--- src/rtl/alarm_ringer.sv ---
// Alarm buzzer controller: detects the rising edge of the alarm match level and rings
// with an on/off beep pattern. Supports stop, a limited number of snoozes, and an auto-timeout.
module alarm_ringer #(
  parameter int unsigned BEEP_ON_CYCLES   = 500,
  parameter int unsigned BEEP_OFF_CYCLES  = 500,
  parameter int unsigned RING_TIMEOUT_MIN = 5,
  parameter int unsigned SNOOZE_MIN       = 9,
  parameter int unsigned MAX_SNOOZES      = 3,
  localparam int unsigned SL_W = $clog2(SNOOZE_MIN + 1),
  localparam int unsigned SU_W = (MAX_SNOOZES > 0) ? $clog2(MAX_SNOOZES + 1) : 1
) (
  input  logic            clk,
  input  logic            rst,
  input  logic            alarm_trigger,
  input  logic            minute_tick,
  input  logic            alarm_enable,
  input  logic            snooze_btn,
  input  logic            stop_btn,
  output logic            buzzer,
  output logic            ringing,
  output logic            snoozed,
  output logic [SL_W-1:0] snooze_left,
  output logic [SU_W-1:0] snoozes_used
);

  localparam int unsigned RM_W     = $clog2(RING_TIMEOUT_MIN + 1);
  localparam int unsigned BEEP_MAX = (BEEP_ON_CYCLES > BEEP_OFF_CYCLES) ? BEEP_ON_CYCLES : BEEP_OFF_CYCLES;
  localparam int unsigned BC_W     = (BEEP_MAX > 1) ? $clog2(BEEP_MAX) : 1;

  typedef enum logic [1:0] {
    S_IDLE   = 2'd0,
    S_RING   = 2'd1,
    S_SNOOZE = 2'd2
  } state_t;

  state_t          r_state, w_state_n;
  logic            r_trig_q;
  logic [RM_W-1:0] r_ring_min, w_ring_min_n, w_ring_min_inc;
  logic [SL_W-1:0] r_snooze_left, w_snooze_left_n;
  logic [SU_W-1:0] r_snoozes_used, w_snoozes_used_n;
  logic [BC_W-1:0] r_beep_cnt, w_beep_cnt_n;
  logic            r_buzzer, w_buzzer_n;
  logic            r_ringing, r_snoozed;
  logic            w_trig_rise, w_can_snooze, w_beep_restart;

  assign w_trig_rise    = alarm_trigger & ~r_trig_q;
  assign w_can_snooze   = (r_snoozes_used < SU_W'(MAX_SNOOZES));
  assign w_ring_min_inc = r_ring_min + RM_W'(1);

  // Next-state, counter and beep-phase decode
  always_comb begin
    w_state_n        = r_state;
    w_ring_min_n     = r_ring_min;
    w_snooze_left_n  = r_snooze_left;
    w_snoozes_used_n = r_snoozes_used;
    w_beep_restart   = 1'b0;
    w_buzzer_n       = 1'b0;
    w_beep_cnt_n     = '0;

    case (r_state)
      S_IDLE: begin
        if (w_trig_rise && alarm_enable) begin
          w_state_n        = S_RING;
          w_ring_min_n     = '0;
          w_snoozes_used_n = '0;
          w_beep_restart   = 1'b1;
        end
      end
      S_RING: begin
        if (stop_btn || !alarm_enable) begin
          w_state_n = S_IDLE;
        end else if (snooze_btn && w_can_snooze) begin
          w_state_n        = S_SNOOZE;
          w_snoozes_used_n = r_snoozes_used + SU_W'(1);
          w_snooze_left_n  = SL_W'(SNOOZE_MIN);
        end else if (minute_tick) begin
          if (w_ring_min_inc >= RM_W'(RING_TIMEOUT_MIN)) w_state_n = S_IDLE;
          else w_ring_min_n = w_ring_min_inc;
        end
      end
      S_SNOOZE: begin
        if (stop_btn || !alarm_enable) begin
          w_state_n = S_IDLE;
        end else if (minute_tick) begin
          if (r_snooze_left <= SL_W'(1)) begin
            w_state_n       = S_RING;
            w_snooze_left_n = '0;
            w_ring_min_n    = '0;
            w_beep_restart  = 1'b1;
          end else begin
            w_snooze_left_n = r_snooze_left - SL_W'(1);
          end
        end
      end
      default: w_state_n = S_IDLE;
    endcase

    if (w_state_n == S_IDLE) begin
      w_ring_min_n    = '0;
      w_snooze_left_n = '0;
    end

    // Beep phase runs only while ringing; every entry into RING starts an ON phase
    if (w_state_n == S_RING) begin
      if (w_beep_restart) begin
        w_buzzer_n = 1'b1;
      end else if (r_buzzer) begin
        if (r_beep_cnt == BC_W'(BEEP_ON_CYCLES - 1)) w_buzzer_n = 1'b0;
        else begin
          w_buzzer_n   = 1'b1;
          w_beep_cnt_n = r_beep_cnt + BC_W'(1);
        end
      end else begin
        if (r_beep_cnt == BC_W'(BEEP_OFF_CYCLES - 1)) w_buzzer_n = 1'b1;
        else w_beep_cnt_n = r_beep_cnt + BC_W'(1);
      end
    end
  end

  // State and registered outputs; trig_q resets high so a held trigger does not ring
  always_ff @(posedge clk) begin
    if (!rst) begin
      r_state        <= S_IDLE;
      r_trig_q       <= 1'b1;
      r_ring_min     <= '0;
      r_snooze_left  <= '0;
      r_snoozes_used <= '0;
      r_beep_cnt     <= '0;
      r_buzzer       <= 1'b0;
      r_ringing      <= 1'b0;
      r_snoozed      <= 1'b0;
    end else begin
      r_state        <= w_state_n;
      r_trig_q       <= alarm_trigger;
      r_ring_min     <= w_ring_min_n;
      r_snooze_left  <= w_snooze_left_n;
      r_snoozes_used <= w_snoozes_used_n;
      r_beep_cnt     <= w_beep_cnt_n;
      r_buzzer       <= w_buzzer_n;
      r_ringing      <= (w_state_n == S_RING);
      r_snoozed      <= (w_state_n == S_SNOOZE);
    end
  end

  assign buzzer       = r_buzzer;
  assign ringing      = r_ringing;
  assign snoozed      = r_snoozed;
  assign snooze_left  = r_snooze_left;
  assign snoozes_used = r_snoozes_used;

endmodule

--- config.mk ---
export PLATFORM = sky130hd
export DESIGN_NAME = alarm_ringer
export DESIGN_NICKNAME = d
export VERILOG_FILES = /design/src/rtl/alarm_ringer.sv
export SDC_FILE = /design/constraint.sdc
export NUM_CORES = 1
export LEC_CHECK = 0
export CAP_MARGIN = 25
export CORE_UTILIZATION = 49
export CTS_BUF_LIST = sky130_fd_sc_hd__clkbuf_16
export CTS_CLUSTER_DIAMETER = 50
export DETAILED_ROUTE_END_ITERATION = 10
export GPL_TIMING_DRIVEN = 0
export HOLD_SLACK_MARGIN = 0.08
export PLACE_DENSITY = 0.72
export SYNTH_ARGS = -nofsm -noshare
export SYNTH_HDL_FRONTEND = slang
export SYNTH_SLANG_ARGS = --single-unit
--- constraint.sdc ---
create_clock -name clk -period 2.3 [get_ports clk]
set_input_delay 0.345 -clock clk [delete_from_list [all_inputs] [get_ports clk]]
set_output_delay 0.345 -clock clk [all_outputs]
set_load 0.02 [all_outputs]
**Word level (Yosys, flattened, before mapping)**

Index checks and enable logic that the tools add are counted.

- Bits in registers: 24
- Input bits: 7
- Output and inout bits: 9
- Word-level logic and storage cells: 86

- $add $sub $neg: 4
- Magnitude comparators: 3
- Equality and inequality tests: 14
- Multiplexer cells: 37
- Bitwise operators: 4
- Reductions and logical operators: 15

Operator list:

| kind | number |
|---|---|
| 2-to-1 mux 3 bit | 8 |
| 2-to-1 mux 2 bit | 11 |
| 2-to-1 mux 4 bit | 5 |
| != test 2 bit (second input constant) | 9 |
| adder 9 x 1 -> 9 bit (second input constant) | 1 |
| equality test 9 bit (second input constant) | 1 |
| case mux 3 bit (3 select lines) | 1 |
| AND reduction 9 bit | 1 |
| 2-to-1 mux 1 bit | 8 |
| case mux 4 bit (2 select lines) | 1 |
| case mux 2 bit (3 select lines) | 1 |
| AND reduction 5 bit | 1 |
| equality test 2 x 1 -> 1 bit (second input constant) | 2 |
| equality test 2 bit (second input constant) | 2 |
| <= comparator 4 x 1 -> 1 bit (second input constant) | 1 |
| logical NOT 2 bit | 2 |
| case mux 2 bit (2 select lines) | 1 |
| AND reduction 4 bit | 1 |
| nonzero test 2 bit | 2 |
| OR reduction 4 bit | 1 |
| subtractor 4 x 1 -> 4 bit (second input constant) | 1 |
| adder 3 x 1 -> 3 bit (second input constant) | 1 |
| greater-or-equal comparator 3 bit (second input constant) | 1 |
| inverter 1 bit | 3 |
| other kinds (10) | 11 |

**Longest topological paths before layout**

- Depth after elaboration: 10
- Gate-level depth with buffers: 7

**Worst setup path after synthesis**

OpenSTA, ideal clock, no wires.

- Path type: flip-flop to flip-flop
- From: register r_ring_min[0]
- To: register r_ring_min[2]
- Setup time: 71 ps
- Arrival time: 1,841 ps
- Data required time: 2,229 ps
- Path slack: 388 ps
- Stages on the path, launching flop included: 8
- Path buffers: 0
- Path through: dfxtp_1 > inv_1 > ha_1 > nor3b_2 > nor2_1 > o32a_1 > or4_1 > a21oi_1

- Word-level cells in the longest chain between the ends: 9
- Elaborated cells between the ends (all ways): 16
- Those cells by class: 1 x add/sub; 1 x order compare; 1 x eq/ne; 10 x mux; 3 x reduce/logical

Ends and longest elaborated chain:

| item | RTL line | text |
|---|---|---|
| start, declared | 38 | `logic [RM_W-1:0] r_ring_min, w_ring_min_n, w_ring_min_inc;` |
| start signal, assigned | 135 | `r_ring_min <= w_ring_min_n;` |
| adder 3 x 1 -> 3 bit (*) | 48 | `assign w_ring_min_inc = r_ring_min + RM_W'(1);` |
| greater-or-equal comparator 3 bit | 77 | `if (w_ring_min_inc >= RM_W'(RING_TIMEOUT_MIN)) w_state_n = S_IDLE;` |
| 2-to-1 mux 2 bit | 77 |  |
| 2-to-1 mux 2 bit | 76 | `end else if (minute_tick) begin` |
| 2-to-1 mux 2 bit | 72 | `end else if (snooze_btn && w_can_snooze) begin` |
| 2-to-1 mux 2 bit | 70 | `if (stop_btn \|\| !alarm_enable) begin` |
| case mux 2 bit (3 select lines) | 60 | `case (r_state)` |
| logical NOT 2 bit | 98 | `if (w_state_n == S_IDLE) begin` |
| OR reduction 2 bit (no source line) | n/a |  |

Mark *: on every way between the ends. The rest lies on a longest branch, timed or not. The select of a mux whose other input is x is not followed.
A chain may end at the register's enable or synchronous reset.

**Worst setup path after layout**

- From: register r_ring_min[0]
- To: register r_ring_min[0]

Same word-level chain as after synthesis.

==> results.md <==
- Max_cap viols: 0
- TritonCTS clock tree: built
- Hold_sp: r_beep_cnt[0]$_SDFF_PP0_
- Synth Flop Type: dfxtp_1
- Largest net degree at the start of global routing: 15
- CP Depth: 7
- Critical R2R Launch: r_ring_min[0]$_SDFFE_PP0P_
- Clk_skew: roughly 0.0048 ns
- Final Hold Fails: 0
- FMAX: roughly 480 MHz
- Die width: approximately 53 µm
- Cts repair resizes: 0
- Nets: between 150 and 200
- Layout area overhead: 23.2%
- CTS Hold Bufs: 0
- Slew Viols, Final: 0
- Crit path time final: 2.07 ns
- Core ar.: roughly 2500 µm²
- CTS Sinks: 24
- GPL Wtd Cong: slightly below 0.8
- Critical Path Start Type: flop
- Status: finished, final reports clean
- Arrival @ worst endpoint: 2.26 ns
- Starting Density: between 50% and 60%
- Top post-synthesis cells by area: dfxtp_1 (38%), ha_1 (5.9%), nor2_1 (4.8%), xnor2_1 (3.5%), nand2_1 (3.0%)
- # IOs: 16
- Clock Path Buffers: 2
- # DRC: 0
- Post-synth top area cell: dfxtp_1
- Grt ovf: 0
- Peak VDD IR: between 0.0004 and 0.0005 V
- 1st-iter DRT viols: 7
- Top-area cell type share of the netlist area: a little under two fifths
- Worst-path cell chain: inv_1 > ha_1 > nor3b_2 > nor2_1 > o32a_1 > or4_1 > a21oi_1
- Post-synth EDFFs: 0
- Slowest stage delay, CP: roughly 0.5 ns
- Crit path kind: flop to flop
- Share of layout cells above drive strength 1: approximately 8.7%
- Row count: 18
- Vias: between 1000 and 1500
- Clk root buf: clkbuf_16
- Gate Count Post-Synth: ~140
- Worst-Margin Slew: 0.572 ns
- FFs w/ async S/R, synth: 0%
- Vias in the first global route: 950
- Crit path from: r_ring_min[0]$_SDFFE_PP0P_
- Register area share after synthesis: 38.0%
- Detail Route Antenna Nets: 0
- IO buf count: 15
- Place WS: between 0.06 and 0.07 ns
- Worst Hold Class: flop to flop
- Clk_lat worst skew: between 0.2 and 0.3 ns
- Total Wirelength: between 2000 and 2500 µm
- Buf/Inv on CP: 1
- CP Capture Type: flop
- Mapped cell area: roughly 1300 µm²
- Synth unique cells: 40
- R2R cell count: 7
- Total GRT Usage: a little under a fifth
- Antenna violations before repair: 0
- CP max-delay cell: or4_1
- Reg clk slew, reported paths: roughly 0.060 ns
- Synth Warn #: 0
- Worst Path Required: approximately 2.5 ns
- Buffer count from post-CTS setup fixing: 0
- Worst setup margin: 0.230 ns
- Final Setup Violations: 0
- Detailed placer's ending HPWL: between 1500 and 2000 µm
- H-tree depth: 1
- WHS Path Cells: 1
- CTS Buf Count: 3
- Net Count, Synth: about 160
- Fin Setup TNS: 0 ns
- First-pass DRT Iterations: 4
- Total power: between 0.9 and 1 mW
- Die ar.: between 2000 and 3000 µm²
- First-pass GRT wire length: approximately 3800 µm
- Crit path max fanout: 6
- RSZ-0062 raised after global routing: no
- Per-cell routed wire length: between 10 and 15 µm
- Crit-path leading delay family: simple AND/OR/NAND/NOR gates
- Avg Cell Area, Syn: a little under 9 µm²
- Max_slew headroom: 61.9%
- Final Cycle Share: between 80 and 90%
- ANT cells: 0
- Synthesis-stage register bit count: 24
- Die height: between 50 and 60 µm
- Power Density: ~600 nW/µm²
- Static Leak: roughly 0.59 nW
- Routed vias/inst: 5.45
[cell type report]
type	instances	area, µm²
well taps	30	37.5
flip-flops and latches	24	480
multi-input cells	108	734
fillers	203	898
plain buffers	2	18.8
clock buffers	3	75.1
inverters	8	30.0
repair buffers	15	150
clock inverters	1	30.0
[metal layers]
| metal | up-vias | GRT usage, % | part of all wire (%) | wire [µm] |
|---|---|---|---|---|
| li1 | 539 | - | - | - |
| met1 | 483 | 19.8 | 44 | 1020 |
| met2 | 14 | 34.6 | 52 | 1210 |
| met3 | 5 | 4.35 | 2.7 | 63 |
| met4 | 0 | 9.21 | 1.8 | 42 |
| met5 | - | 0 | 0 | 0 |
[Yosys cell counts, drive strengths merged, types with 2 or more instances]
master and n:
a221oi 2, nand2 11, buf 2, ha 6, nor2b 2, a21boi 4, dfxtp 24, o211a 2
o21ai 7, xor2 4, nand3 5, a21o 2, xnor2 5, nand4 4, and2 5, a21oi 6
and2b 3, nor2 16, nor3 3, inv 8, or2b 3, or4 3
[through the flow]
stage	cell area, µm²	utilization (%)	hold WS (ns)	std cells
2_1_floorplan	1260	-	0.418	142
4_1_cts	1560	63.4	0.471	191
3_3_place_gp	1450	59.1	0.440	187
3_5_place_dp	1450	59.1	0.456	187
5_1_grt	1560	63.4	0.491	191
6_report	1560	63.4	0.464	191
[power breakdown]
group	internal [mW]	leakage, nW	total (mW)	switching (mW)
Combinational	0.0182	0.341	0.0352	0.0170
Sequential	0.418	0.194	0.419	0.00147
Clock	0.346	0.0511	0.495	0.149
Total	0.782	0.585	0.949	0.167
[cell usage in the layout, fill, tap and decap left out, types with 6 or more instances in the layout]
master,instances
inv_1,8
clkdlybuf4s50_1,15
nor2_1,16
dfxtp_1,24
ha_1,6
a21oi_1,6
o21ai_0,7
nand2_1,10
[state kept, by name, indices dropped and copies added (netlist names)]
signal,cells
snooze_left,4
snoozes_used,2
r_trig_q,1
r_state,2
buzzer,1
snoozed,1
ringing,1
r_ring_min,3
r_beep_cnt,9
[path summary, 6_finish.rpt]
kind,end,slack [ns]
setup / recovery,r_ring_min[0]$_SDFFE_PP0P_,0.23
hold / removal,r_beep_cnt[0]$_SDFF_PP0_,0.46
hold reg to reg,r_beep_cnt[0]$_SDFF_PP0_,0.46
setup reg to reg,r_ring_min[0]$_SDFFE_PP0P_,0.23
[logic make-up after synthesis]
| group | after synthesis | synth area share, % |
|---|---|---|
| buffers and inverters | 10 | 3.86 |
| and+or+nand+nor | 64 | 29.7 |
| DFF | 24 | 38.0 |
| muxes | 1 | 0.792 |
| adders and majority gates | 6 | 5.94 |
| AOI/OAI and AO/OA | 28 | 15.4 |
| xor gates and xnor gates | 9 | 6.24 |
Power figures use the tool's default switching activity.
==> edit 1: new RTL, same settings <==
Make the reset (`rst`) asynchronous in one clocked block.
--- a/src/rtl/alarm_ringer.sv
+++ b/src/rtl/alarm_ringer.sv
@@ -118,7 +118,7 @@
   end
 
   // State and registered outputs; trig_q resets high so a held trigger does not ring
-  always_ff @(posedge clk) begin
+  always_ff @(posedge clk or negedge rst) begin
     if (!rst) begin
       r_state        <= S_IDLE;
       r_trig_q       <= 1'b1;
Formal check against the unedited RTL: differs if rst is asserted again (counterexample within 4 cycles, from zero or initial values and one cycle with rst low); with rst held inactive, the same outputs for 10 cycles.
==> edit 1 against the unedited design <==
Area after synthesis rose by 24%; routed wire length increased by 38%; global-route usage up 1.2 points; cell count is 18% higher; die area up 23%; worst setup slack got worse by 170 ps; sequential cell count unchanged; final area rose by 26%; non-clock buffer count rose by 12; highest routed layer unchanged.
Power is not compared: it rests on default switching activity, and its combinational part moved more than twofold at a synthesized area within 25%.
==> edit 1: results (changes against the unedited design) <==
.. list-table::
   :header-rows: 1

   * - Metric
     - Value
   * - Final estimated routing congestion in global placement
     - 0.766 (was 0.780)
   * - Sequential Area
     - 602 sq um (was 480 sq um)
   * - Crit path from
     - r_ring_min[0] (unchanged)
   * - Min-Delay Endpoint
     - r_beep_cnt[0] (unchanged)
   * - Fraction of the mapped netlist area in adder cells
     - 8.00% (was 5.94%)
   * - Overall track demand over capacity in global routing
     - 20.1% (was 18.9%)
   * - Met3 wire length
     - 71 um (was 63 um)
   * - Fraction of synthesized area in multiplexers
     - 1.92% (was 0.792%)
   * - Number of instances resized during post-cts repair
     - 1 (was 0)
   * - Met1 wire length
     - 1350 um (was 1020 um)
   * - Worst setup path endpoint
     - r_beep_cnt[2] (was r_ring_min[0])
   * - Count of multi-input combinational gates
     - 117 (was 108)
   * - Arrival time at the worst endpoint
     - 2420 ps (was 2260 ps)
   * - Worst clock skew
     - 2.14 ps (was 4.77 ps)
   * - Gate count after technology mapping
     - 156 (was 142)
   * - Met2 WL
     - 1790 um (was 1210 um)
   * - Cells on worst reg2reg path
     - 8 (was 7)
   * - Result of the run
     - complete, no violations (unchanged)
   * - Fraction of the yosys area taken by sequential cells
     - 38.5% (was 38.0%)
   * - Number of library cell types mapped by synthesis
     - 50 (was 40)
   * - Hold path startpoint
     - r_beep_cnt[0] (unchanged)
   * - Fmax
     - 447 MHz (was 483 MHz)
   * - Post-place instance area
     - 0.00178 sq mm (was 0.00145 sq mm)
   * - Number of nets in the synthesized netlist
     - 173 (was 155)
   * - Slowest stage delay, CP
     - 400 ps (was 500 ps)
   * - Ratio of routed vias to standard cells
     - 5.68 (was 5.45)
   * - Area of the multi-input gates
     - 900 sq um (was 734 sq um)
==> edit 1: cell count changes after synthesis, moves of 3 or more <==
cell | before | now
sky130_fd_sc_hd__ha_1 | 6 | 10
sky130_fd_sc_hd__a21oi_1 | 6 | 9
sky130_fd_sc_hd__nor3_2 | 0 | 7
sky130_fd_sc_hd__dfxtp_1 | 24 | 0
sky130_fd_sc_hd__and2b_1 | 3 | 0
sky130_fd_sc_hd__dfrtp_1 | 0 | 23
sky130_fd_sc_hd__nor2_1 | 16 | 11
sky130_fd_sc_hd__nand3b_1 | 0 | 5
sky130_fd_sc_hd__and3_1 | 0 | 4
sky130_fd_sc_hd__a21boi_0 | 4 | 0
sky130_fd_sc_hd__and2_1 | 5 | 1
==> edit 1: kinds of logic after synthesis <==
kind of cell	count (synthesis)
compound gates	34
fa+ha+maj	10
buf+inv	15
flops	24
xor+xnor	9
mux	3
simple gates	61
==> edit 2: new RTL, same settings <==
Made on the original files. `SNOOZE_MIN`: 9 -> 8.
--- a/src/rtl/alarm_ringer.sv
+++ b/src/rtl/alarm_ringer.sv
@@ -4,7 +4,7 @@
   parameter int unsigned BEEP_ON_CYCLES   = 500,
   parameter int unsigned BEEP_OFF_CYCLES  = 500,
   parameter int unsigned RING_TIMEOUT_MIN = 5,
-  parameter int unsigned SNOOZE_MIN       = 9,
+  parameter int unsigned SNOOZE_MIN       = 8,
   parameter int unsigned MAX_SNOOZES      = 3,
   localparam int unsigned SL_W = $clog2(SNOOZE_MIN + 1),
   localparam int unsigned SU_W = (MAX_SNOOZES > 0) ? $clog2(MAX_SNOOZES + 1) : 1
Check against the original RTL: not equivalent (a bounded check fails within 4 cycles, from zero or initial values and one cycle with rst low).
==> edit 2 against the unedited design <==
Routed wire length up 8.7%; total power down 0.22%; final area down 1.1%; utilization up 3.6 points; critical path type unchanged; area after synthesis down 1.2%; largest cell class unchanged; highest routed layer unchanged; clock power about the same; sequential cell count unchanged; worst setup slack better by 32 ps.
==> edit 2: results (changes against the unedited design) <==
.. list-table::
   :header-rows: 1

   * - Metric
     - Value
   * - Clock share of power
     - 52.3% (was 52.1%)
   * - Xor and xnor fraction of the mapped netlist area
     - 5.61% (was 6.24%)
   * - Slowest stage delay, CP
     - 440 ps (was 500 ps)
   * - DRT Wirelength
     - 2540 um (was 2340 um)
   * - Peak supply drop
     - 0.000413 V (was 0.000414 V)
   * - Leading post-synthesis cells by cell area
     - sky130_fd_sc_hd__dfxtp_1 38%, sky130_fd_sc_hd__ha_1 6.0%, sky130_fd_sc_hd__a21oi_1 4.4% (was sky130_fd_sc_hd__dfxtp_1 38%, sky130_fd_sc_hd__ha_1 5.9%, sky130_fd_sc_hd__nor2_1 4.8%)
   * - Fraction of the mapped netlist area in adder cells
     - 6.01% (was 5.94%)
   * - Slowest library cell on the worst path
     - sky130_fd_sc_hd__a311oi_4 (was sky130_fd_sc_hd__or4_1)
   * - Fraction of synthesized area in multiplexers
     - 0.802% (was 0.792%)
   * - Result of the run
     - complete, no violations (unchanged)
   * - Overall track demand over capacity in global routing
     - 21.3% (was 18.9%)
   * - Via count of the first global-routing pass
     - 976 (was 950)
   * - Fraction of the yosys area taken by sequential cells
     - 38.5% (was 38.0%)
   * - Worst clock skew
     - 2.06 ps (was 4.77 ps)
   * - DRT iter0 DRCs
     - 28 (was 7)
   * - Fraction of the mapped netlist area in compound gates
     - 16.1% (was 15.4%)
   * - Share of final-layout standard cells stronger than drive strength 1
     - 9.27% (was 8.70%)
   * - Highest fanout seen on the critical path
     - 7 (was 6)
   * - First-pass GRT wire length
     - 4330 um (was 3750 um)
   * - Net switching power of the design
     - 0.000167 W (about the same)
   * - Gate count after technology mapping
     - 132 (was 142)
   * - HPWL after detailed placement
     - 1810 um (was 1770 um)
   * - Ranking of synthesized cells by instance count
     - 24 x sky130_fd_sc_hd__dfxtp_1, 14 x sky130_fd_sc_hd__nor2_1, 11 x sky130_fd_sc_hd__a21oi_1 (was 24 x sky130_fd_sc_hd__dfxtp_1, 16 x sky130_fd_sc_hd__nor2_1, 10 x sky130_fd_sc_hd__nand2_1)
   * - Ratio of routed vias to standard cells
     - 5.82 (was 5.45)
   * - Number of nets in the synthesized netlist
     - 145 (was 155)
   * - Post-Place Worst Slack
     - 271 ps (was 69.8 ps)
   * - Arrival time at the worst endpoint
     - 2220 ps (was 2260 ps)
   * - Cells on worst reg2reg path
     - 6 (was 7)
   * - NumNets Final
     - 165 (was 175)
==> edit 2: changes by cell type in the layout (fill, tap and decap cells not counted), sizes merged, moves of 3 or more <==
cell    change
a21oi       +5
o21ai       -4
a21boi      -3
or2b        -3
==> edit 2: final timing paths <==
kind / from / endpoint / slack (ps)
hold / removal: r_beep_cnt[0] / r_beep_cnt[0] / 460
setup reg to reg: r_ring_min[0] / snooze_left[3] / 260
hold reg to reg: r_beep_cnt[0] / r_beep_cnt[0] / 460
setup / recovery: r_ring_min[0] / snooze_left[3] / 260
==> edit 2: cells by family after synthesis <==
group | count (synthesis)
AND/OR/NAND/NOR | 62
AO/OA/AOI/OAI | 24
flip-flops | 24
XOR/XNOR | 8
buffers and inverters | 7
adder cells (fa/ha/maj) | 6
multiplexers | 1
==> edit 2: area by class of cell <==
type / instances / area [sq um]
fill: 191 / 758
multi-input combinational: 101 / 742
sequential: 24 / 480
timing repair buffer: 15 / 150
clock buffer: 3 / 75.1
tap: 28 / 35.0
clock inverter: 1 / 30.0
inverter: 7 / 26.3
==> edit 2: through the flow <==
stage,hold WS (ps),total power [W],cell area [sq um]
after global routing,490,0.000970,1540
after floorplan,418,0.000443,1250
after detailed placement,448,0.000461,1430
after CTS,463,0.000952,1540
final,457,0.000947,1540
after global placement,439,0.000460,1430
==> edit 2: per-layer routing <==
layer	vias to the layer above	GRT usage [%]	share of wire (%)
met2	24	33.1	45
met4	0	8.33	1.1
met5	-	0	0
met3	4	2.90	3.6
met1	491	29.6	51
li1	522	-	-
